$ cat config.mk
export PLATFORM = sky130hd
export DESIGN_NAME = cache_arbiter
export DESIGN_NICKNAME = d
export VERILOG_FILES = /design/src/rtl/cache_arbiter_pkg.sv /design/src/rtl/cache_arbiter_perf_counter.sv /design/src/rtl/cache_arbiter.sv
export SDC_FILE = /design/constraint.sdc
export NUM_CORES = 1
export LEC_CHECK = 0
export BUFFER_PORTS_ARGS = -buffer_cell sky130_fd_sc_hd__buf_2
export CAP_MARGIN = 20
export CORE_AREA = 2 2 309 311
export DETAILED_ROUTE_END_ITERATION = 8
export DIE_AREA = 0 0 311 313
export GPL_TIMING_DRIVEN = 0
export PLACE_DENSITY = 0.3
export SYNTH_ARGS = -nofsm -noshare
export SYNTH_HDL_FRONTEND = slang
export SYNTH_SLANG_ARGS = --single-unit
$ cat constraint.sdc
create_clock -name clk -period 1.9 [get_ports clk]
set_input_delay 0.095 -clock clk [delete_from_list [all_inputs] [get_ports clk]]
set_output_delay 0.095 -clock clk [all_outputs]
set_load 0.03 [all_outputs]
$ cat src/rtl/cache_arbiter_pkg.sv
// Shared LC-3b memory types plus the arbiter state, grant and captured-request types.
// The optional perf counters are enabled with CACHE_ARB_PERF_COUNTERS_EN.
package cache_arbiter_pkg;

    typedef logic [15:0]  lc3b_word;
    typedef logic [127:0] lc3b_burst;

    typedef enum logic [1:0] {
        IDLE,
        SERVE_I,
        SERVE_D
    } arb_state_t;

    typedef enum logic {
        GRANT_I,
        GRANT_D
    } arb_grant_t;

    localparam int PERF_W = 32;

    // Line request frozen at grant time; pmem is driven only from this.
    typedef struct packed {
        lc3b_word  addr;
        lc3b_burst wdata;
        logic      write;
    } line_req_t;

endpackage

$ cat src/rtl/cache_arbiter_perf_counter.sv
// Single saturating event counter; only built when CACHE_ARB_PERF_COUNTERS_EN is defined.
`ifdef CACHE_ARB_PERF_COUNTERS_EN
module arb_perf_counter
    import cache_arbiter_pkg::*;
(
    input  logic              clk,
    input  logic              rst_n,
    input  logic              inc,
    output logic [PERF_W-1:0] count
);

    always_ff @(posedge clk or negedge rst_n) begin
        if (!rst_n)
            count <= '0;
        else if (inc && (count != '1))
            count <= count + 1'b1;
    end

endmodule
`endif

$ cat src/rtl/cache_arbiter.sv
// Arbitrates one line-burst memory port between the I-cache and D-cache, one transaction at a time.
// Define CACHE_ARB_PERF_COUNTERS_EN to build the grant/conflict counters; otherwise the perf ports are 0.
module cache_arbiter
    import cache_arbiter_pkg::*;
#(
    parameter int PRIORITY_MODE = 0
) (
    input  logic                 clk,
    input  logic                 rst_n,
    input  logic                 i_read,
    input  logic [15:0]          i_address,
    output logic [127:0]         i_rdata,
    output logic                 i_resp,
    input  logic                 d_read,
    input  logic                 d_write,
    input  logic [15:0]          d_address,
    input  logic [127:0]         d_wdata,
    output logic [127:0]         d_rdata,
    output logic                 d_resp,
    output logic                 pmem_read,
    output logic                 pmem_write,
    output logic [15:0]          pmem_address,
    output logic [127:0]         pmem_wdata,
    input  logic [127:0]         pmem_rdata,
    input  logic                 pmem_resp,
    output logic [PERF_W-1:0]    perf_i_grants,
    output logic [PERF_W-1:0]    perf_d_grants,
    output logic [PERF_W-1:0]    perf_conflicts
);

    arb_state_t state, state_nxt;
    arb_grant_t last_grant, last_grant_nxt;
    arb_grant_t cool_grant;
    line_req_t  cap, cap_nxt;
    logic       cool_vld;
    logic       d_req, i_req_m, d_req_m, pick_d, done;

    always_comb begin
        d_req   = d_read | d_write;
        // The requester just served is ignored for one IDLE cycle so a stale request is not re-granted.
        i_req_m = i_read & ~(cool_vld && (cool_grant == GRANT_I));
        d_req_m = d_req  & ~(cool_vld && (cool_grant == GRANT_D));
        if (i_req_m && d_req_m)
            pick_d = (PRIORITY_MODE == 1) || (last_grant == GRANT_I);
        else
            pick_d = d_req_m;
        done = (state != IDLE) && pmem_resp;
    end

    always_comb begin
        state_nxt      = state;
        last_grant_nxt = last_grant;
        cap_nxt        = cap;
        case (state)
            IDLE: begin
                if (i_req_m || d_req_m) begin
                    if (pick_d) begin
                        state_nxt      = SERVE_D;
                        last_grant_nxt = GRANT_D;
                        cap_nxt        = '{addr: d_address, wdata: d_wdata, write: d_write};
                    end else begin
                        state_nxt      = SERVE_I;
                        last_grant_nxt = GRANT_I;
                        cap_nxt        = '{addr: i_address, wdata: '0, write: 1'b0};
                    end
                end
            end
            SERVE_I, SERVE_D: begin
                if (pmem_resp)
                    state_nxt = IDLE;
            end
            default: state_nxt = IDLE;
        endcase
    end

    always_ff @(posedge clk or negedge rst_n) begin
        if (!rst_n) begin
            state      <= IDLE;
            last_grant <= GRANT_D;
            cap        <= '0;
            cool_vld   <= 1'b0;
            cool_grant <= GRANT_I;
        end else begin
            state      <= state_nxt;
            last_grant <= last_grant_nxt;
            cap        <= cap_nxt;
            cool_vld   <= done;
            if (done)
                cool_grant <= (state == SERVE_D) ? GRANT_D : GRANT_I;
        end
    end

    // Strobes decode straight from state so an async reset drops them immediately.
    assign pmem_read    = (state == SERVE_I) || ((state == SERVE_D) && !cap.write);
    assign pmem_write   = (state == SERVE_D) && cap.write;
    assign pmem_address = cap.addr;
    assign pmem_wdata   = (state == SERVE_D) ? cap.wdata : '0;

    assign i_resp  = (state == SERVE_I) && pmem_resp;
    assign d_resp  = (state == SERVE_D) && pmem_resp;
    assign i_rdata = pmem_rdata;
    assign d_rdata = pmem_rdata;

`ifdef CACHE_ARB_PERF_COUNTERS_EN
    logic grant_i_evt, grant_d_evt, conflict_evt;

    assign grant_i_evt  = (state == IDLE) && (state_nxt == SERVE_I);
    assign grant_d_evt  = (state == IDLE) && (state_nxt == SERVE_D);
    assign conflict_evt = ((state == SERVE_I) && d_req) || ((state == SERVE_D) && i_read);

    arb_perf_counter u_perf_i (.clk(clk), .rst_n(rst_n), .inc(grant_i_evt),  .count(perf_i_grants));
    arb_perf_counter u_perf_d (.clk(clk), .rst_n(rst_n), .inc(grant_d_evt),  .count(perf_d_grants));
    arb_perf_counter u_perf_c (.clk(clk), .rst_n(rst_n), .inc(conflict_evt), .count(perf_conflicts));
`else
    assign perf_i_grants  = '0;
    assign perf_d_grants  = '0;
    assign perf_conflicts = '0;
`endif

endmodule

==> qor.yml, run 1 <==
crit_required_ns: 1.80
grtUsageTotal_pct: 8.262
drive_gt1_share_pct: 63.92
p_per_area_nw_per_um2: 1279
crit_family: "buffers and inverters"
die_h_um: 313
start_util_pct: 9.948
antenna_found_initial: 3
min_period_ns: 1.997
viasPerCell: 2.946
clock_latency_ns: 0.49
cp_common_cell: "clkbuf_16"
dieWidth_um: 311
power_frac_comb_pct: 61.0
report.final.slew_viol_count: 0
root_buffer: "clkbuf_16"
clock.fmax_mhz: 500.8
fin_nets: 2083
cts_buffers: 17
fin_skew_ns: 0.01532
maxCapViolCount: 0
highest_layer: "met5"
path_cells: "inv_2 > ha_4 > clkbuf_16 > clkbuf_16 > and2_4 > buf_6"
dr.pass1.iters: 4
ant_nets: 0
h-tree-depth: 4
yosys_warnings: 0
ios: 794
clock_path_buffers: 2
outcome: "finished, violations left"
cp-end-kind: "output pin"
route.met2.wl_mm: 21.94
p_int_mw: 13.72
synth_area_um2: 9368
relSlewSlack_pct: 44.51
cp_max_fo: 6
synthDistinctLibCells: 34
ys_ff_latch: 150
arrival_ns: 1.90
hold_class: "in -> reg"
fin_ws_ns: -0.09695
place_inst: 2836
met1_length_mm: 16.56
p_leak_nw: 9.433
grt_first_pass_wirelength_mm: 59.88
drt_iter0_drc: 249
cts_sinks: 150
crit_buf_inv: 4
r2r_slack_ns: 0.07
grt_pass1_vias: 9501
slowest_stage: "dfrtp_1"
clk_pin_slew_worst_paths_ns: 0.08
drt-total-wl_mm: 41.83
syn_to_final_growth_pct: 95.13
grt_max_degree: 93
dr_wl_met3_mm: 2.510
synth_edf_count: 0
coreArea_um2: 94160
yosys_most_used_dff: "dfrtp_1"
synth_cells: 906
finalHoldViolations: 0
grt_overflow_total: 0
violations: "setup timing"
critical_path_class: "reg -> out"
clkPwrFrac_pct: 15.8
hpwl_mm: 31.48
sequentialPowerShare_pct: 23.2
die-area_um2: 97340
rsz0062_at_grt: "true"
worstMarginPinSlew_ns: 0.8324
num_rows: 113
setup-violations-final: 110
total_power_mw: 23.38
cts_tree: "done"
p_sw_share_pct: 41.33
max_stage_delay_ns: 0.40
finalCritPeriodShare_pct: 105.1
setup_tns_ns: -5.449
p_switching_mw: 9.660
vias: 9028
drcViolationCount: 0
stdcell_count: 3065
wl_per_cell_um: 13.65
port_buffers: 569
critPathLaunchType: "flip-flop"
yosysSeqAreaShare_pct: 40.08
synthArstFlopShare_pct: 100.0
synth.avg_cell_area_um2: 10.34
ir_worst_vdd_mv: 0.5377
gp_congestion: 0.7223
[kinds of logic (layout without fill, tap and decap cells)]
logic type      after synthesis  after routing  share of synthesized area [%]
flops                       150            150                          40.08
compound gates              151            151                          13.93
mux                           1              1                         0.1202
buf+inv                     419           1217                          34.05
other cells                   1             97                        0.04003
simple gates                181            181                          11.38
fa+ha+maj                     3              3                         0.4007
[registers in the layout, summed over array words and instances, names as in the netlist]
register      flops
cap             129
cool_grant        1
state             2
pmem_address     16
last_grant        1
cool_vld          1
[layout by cell type, fill, tap and decap left out, drive strengths merged, types with 6 or more instances in the layout]
cell type,synthesis,layout
buf,395,993
dlygate4sd3,0,163
dfrtp,149,149
and2,131,131
a22o,129,129
conb,1,96
clkbuf,20,44
nand2,36,36
a22oi,16,16
clkinv,0,7
inv,4,6
[power groups by stage]
stage / clock network [mW] / logic, mW / registers, mW
2_1_floorplan: 0 / 7.63 / 5.15
3_3_place_gp: 0 / 10.9 / 5.38
3_5_place_dp: 0 / 10.9 / 5.36
4_1_cts: 3.93 / 14.0 / 5.41
5_1_grt: 4.02 / 15.3 / 5.62
6_report: 3.69 / 14.3 / 5.41
[what timing repair did]
item	4_1_cts	5_1_grt
gates cloned	8	8
hold buffers	163	0
hold endpoints to repair	239	0
endpoints found under the setup margin	277	222
buffers inserted	13	7
pin swaps	47	30
resized for setup	401	37
[path summary, 6_finish.rpt]
kind                                                    end                         from  cells after the start
min in group asynchronous               cap[39]$_DFFE_PN0P_                        rst_n                      2
worst max register to register         cap[100]$_DFFE_PN0P_         state[0]$_DFFE_PN0P_                     10
max in group asynchronous            last_grant$_DFFE_PN1P_                        rst_n                      3
worst max-delay path                        pmem_wdata[116]         state[0]$_DFFE_PN0P_                      6
worst min-delay path                 last_grant$_DFFE_PN1P_                       d_read                      5
worst min register to register  pmem_address[7]$_DFFE_PN0P_  pmem_address[7]$_DFFE_PN0P_                      2
[final cells by class]
cell class	instances	area, um^2
well taps	1265	1583
plain buffers	413	3525
multi-input cells	432	3044
diodes	1	2.502
fillers	10483	75880
repair buffers	768	5753
clock inverters	13	148.9
clock buffers	19	452.9
inverters	4	15.01
flip-flops and latches	150	3755
[metrics by stage]
| step | cell area, um^2 | hold slack (ns) | utilization (%) | setup slack (ns) |
|---|---|---|---|---|
| floorplan | 9724 | -0.2006 | - | 0.2074 |
| global placement | 14150 | 0.3220 | 15.03 | -2.238 |
| detailed placement | 14190 | 0.2104 | 15.07 | -0.9673 |
| CTS | 17990 | 0.07397 | 19.10 | -0.2043 |
| global route | 18280 | 0.1776 | 19.41 | -0.2199 |
| finish | 18280 | 0.1510 | 19.41 | -0.09695 |
[metal layers]
layer	track usage [%]	vias to the layer above
met3	2.164	36
li1	-	4330
met2	14.57	383
met5	0	-
met1	9.472	4277
met4	3.327	2
[synthesized netlist by cell type (all sizes together) (2+ instances only)]
cell type / instances / area, um^2
a22o: 129 / 1139
a22oi: 16 / 120.1
and2: 131 / 819.5
buf: 395 / 3099
clkbuf: 20 / 75.07
dfrtp: 149 / 3729
ha: 3 / 37.54
inv: 4 / 15.01
nand2: 36 / 135.1
nand3: 3 / 15.01
nor2b: 2 / 12.51
[worst register-to-register path, cell delays in order (launching register included)]
cell and delay [ns]:
dfrtp_1 0.40, inv_2 0.08, buf_4 0.12, ha_4 0.16
inv_2 0.05, nor3_2 0.19, buf_6 0.20, buf_12 0.13
clkbuf_16 0.16, clkbuf_16 0.14, a22o_1 0.14
Note: power is estimated with default switching activity, not from simulation.
==> run 2: changes to the inputs <==
CORE_AREA = 4 4 311 313   (was 2 2 309 311)
DIE_AREA = 0 0 315 317   (was 0 0 311 313)
PLACE_DENSITY = not set   (was 0.3)
==> run 2 against run 1 <==
- the run still ends with setup timing left
- sequential share of layout area shrank 0.65 points
- largest cell class unchanged
- sequential power grew 3%
- clock-buffer cell count shrank 2
- first-iteration DRC count grew 46%
- clock skew down 0.0037 ns
- clock power barely moved
- register-to-register slack got worse by 0.11 ns
- maximum frequency down 3.2%
- critical endpoint is now pmem_wdata[23]
- setup slack got worse by 0.066 ns
- final cell count is 0.36% higher
==> qor.yml, run 2 (synthesized netlist as in run 1, its figures left out) <==
outcome: "finished, violations left"
violations: "setup timing"
min_period_ns: 2.063
sequentialPowerShare_pct: 22.0
die-area_um2: 99860
coreArea_um2: 94300
ios: 794
maxCapViolCount: 0
cts_tree: "done"
clkPwrFrac_pct: 14.6
report.final.slew_viol_count: 0
p_sw_share_pct: 42.51
grt_max_degree: 80
clock.fmax_mhz: 484.8
relSlewSlack_pct: 54.13
slowest_stage: "dfrtp_1"
hpwl_mm: 34.06
top_register: "cap"
grtUsageTotal_pct: 8.349
critPathLaunchType: "flip-flop"
setup_tns_ns: -10.31
fin_skew_ns: 0.01165
ir_worst_vdd_mv: 0.7242
stdcell_count: 3076
port_buffers: 569
cts_sinks: 150
nFillCells: 10213
p_switching_mw: 10.76
gp_congestion: 0.8016
arrival_ns: 1.97
final_util_pct: 20.01
placed_cell_area_um2: 14220
die_h_um: 317
clock_latency_ns: 0.50
worstMarginPinSlew_ns: 0.6880
finalCritPeriodShare_pct: 108.6
hold_class: "in -> async"
grt_overflow_total: 0
critical_path_class: "reg -> out"
drt_iter0_drc: 364
setup-violations-final: 136
viasPerCell: 3.016
cts_buffers: 17
crit_buf_inv: 5
timing.rr.start: "state[0]$_DFFE_PN0P_"
p_leak_nw: 9.657
power_frac_comb_pct: 63.4
crit_required_ns: 1.80
finalHoldViolations: 0
p_per_area_nw_per_um2: 1341
max_stage_delay_ns: 0.42
drcViolationCount: 0
fin_ws_ns: -0.1628
cp_max_fo: 5
final_common_cell: "buf_2"
drive_gt1_share_pct: 66.48
final_cell_mix: "438 x buf_2, 375 x buf_4, 163 x dlygate4sd3_1, 149 x dfrtp_1, 138 x buf_6"
antenna_found_initial: 1
grt_first_pass_wirelength_mm: 59.89
grt_pass1_vias: 9321
clk_pin_slew_worst_paths_ns: 0.08
clock_path_buffers: 2
path_cells: "ha_4 > buf_12 > buf_12 > buf_12 > clkbuf_16 > and2_4 > buf_6"
cp_common_cell: "buf_12"
ant_nets: 0
cp-end-kind: "output pin"
h-tree-depth: 4
dr.pass1.iters: 4
root_buffer: "clkbuf_16"
vias: 9277
final_area_um2: 18870
dieWidth_um: 315
fin_nets: 2092
drt-total-wl_mm: 48.38
p_int_mw: 14.55
worstRegToRegCells: 10
r2r_slack_ns: -0.04
syn_to_final_growth_pct: 101.5
largest_register_ffs: 129
place_inst: 2838
crit_family: "buffers and inverters"
r2r_end: "pmem_address[14]$_DFFE_PN0P_"
wl_per_cell_um: 15.73
rsz0062_at_grt: "true"
dp_slack_ns: -1.176
start_util_pct: 9.934
num_rows: 113
run 2: cell types whose count changed in the layout (fill, tap and decap cells not counted), moves of 4 or more:
cell / delta
buf_4: -44
and2_1: -42
and2_4: +42
buf_6: +39
buf_12: +10
clkbuf_8: -5
inv_8: +5
buf_8: +4
clkbuf_16: +4
clkinv_4: -4
run 2: area by class of cell:
cell class / count / area (um^2) / share of cell area (%)
timing repair buffer: 778 / 6181 / 32.75
inverter: 4 / 15.01 / 0.07955
tap: 1265 / 1583 / 8.386
buffer: 412 / 3565 / 18.89
sequential: 150 / 3755 / 19.89
multi-input combinational: 432 / 3163 / 16.76
clock inverter: 15 / 180.2 / 0.9546
clock buffer: 17 / 425.4 / 2.254
antenna: 3 / 7.507 / 0.03977
run 2: layer usage:
metal	part of all wire, %	up-vias	GRT usage (%)	wire length, um
li1	-	4351	-	-
met1	42	4399	10.16	20460
met2	48	476	13.48	23070
met3	6.7	51	2.379	3265
met4	3.3	0	4.236	1583
met5	0	-	0	0
run 2: how the worst max path moves through the flow:
stage,startpoint,endpoint,slack (ns),depth (start not counted)
after floorplan,state[0]$_DFFE_PN0P_,cap[0]$_DFFE_PN0P_,0.21,7
after global placement,rst_n,cap[124]$_DFFE_PN0P_,-1.86,1
after detailed placement,state[0]$_DFFE_PN0P_,pmem_wdata[83],-1.18,7
after CTS,state[0]$_DFFE_PN0P_,pmem_wdata[84],-0.27,7
after global routing,state[0]$_DFFE_PN0P_,pmem_wdata[83],-0.29,7
final,state[1]$_DFFE_PN0P_,pmem_wdata[23],-0.16,7
run 2: power groups by stage:
| stage | logic (mW) | registers [mW] | clock network [mW] |
|---|---|---|---|
| finish | 16.0 | 5.57 | 3.69 |
| global route | 17.0 | 5.75 | 3.98 |
| global placement | 11.0 | 5.46 | 0 |
| CTS | 13.7 | 5.51 | 3.92 |
| floorplan | 7.63 | 5.15 | 0 |
| detailed placement | 11.1 | 5.49 | 0 |
run 2: per-stage QoR:
step	hold slack, ns	total power [mW]
finish	0.1431	25.31
global route	0.1380	26.75
CTS	0.05349	23.14
detailed placement	0.1069	16.58
global placement	0.3183	16.46
floorplan	-0.2006	12.79
run 2: repair_timing:
action / 4_1_cts / 5_1_grt
pin swaps: 28 / 89
hold buffers: 163 / 0
cloned: 4 / 17
buffers inserted: 10 / 12
resized for setup: 379 / 189
endpoints found under the setup margin: 278 / 240
hold endpoints to repair: 227 / 0
run 2: worst reg2reg max path, stage by stage, from the launching register on:
cell	delay [ns]
dfrtp_1	0.40
inv_2	0.08
buf_4	0.11
ha_4	0.14
inv_2	0.05
nor3_4	0.27
clkbuf_16	0.25
buf_16	0.21
clkbuf_16	0.20
a22oi_1	0.09
nand2_1	0.08
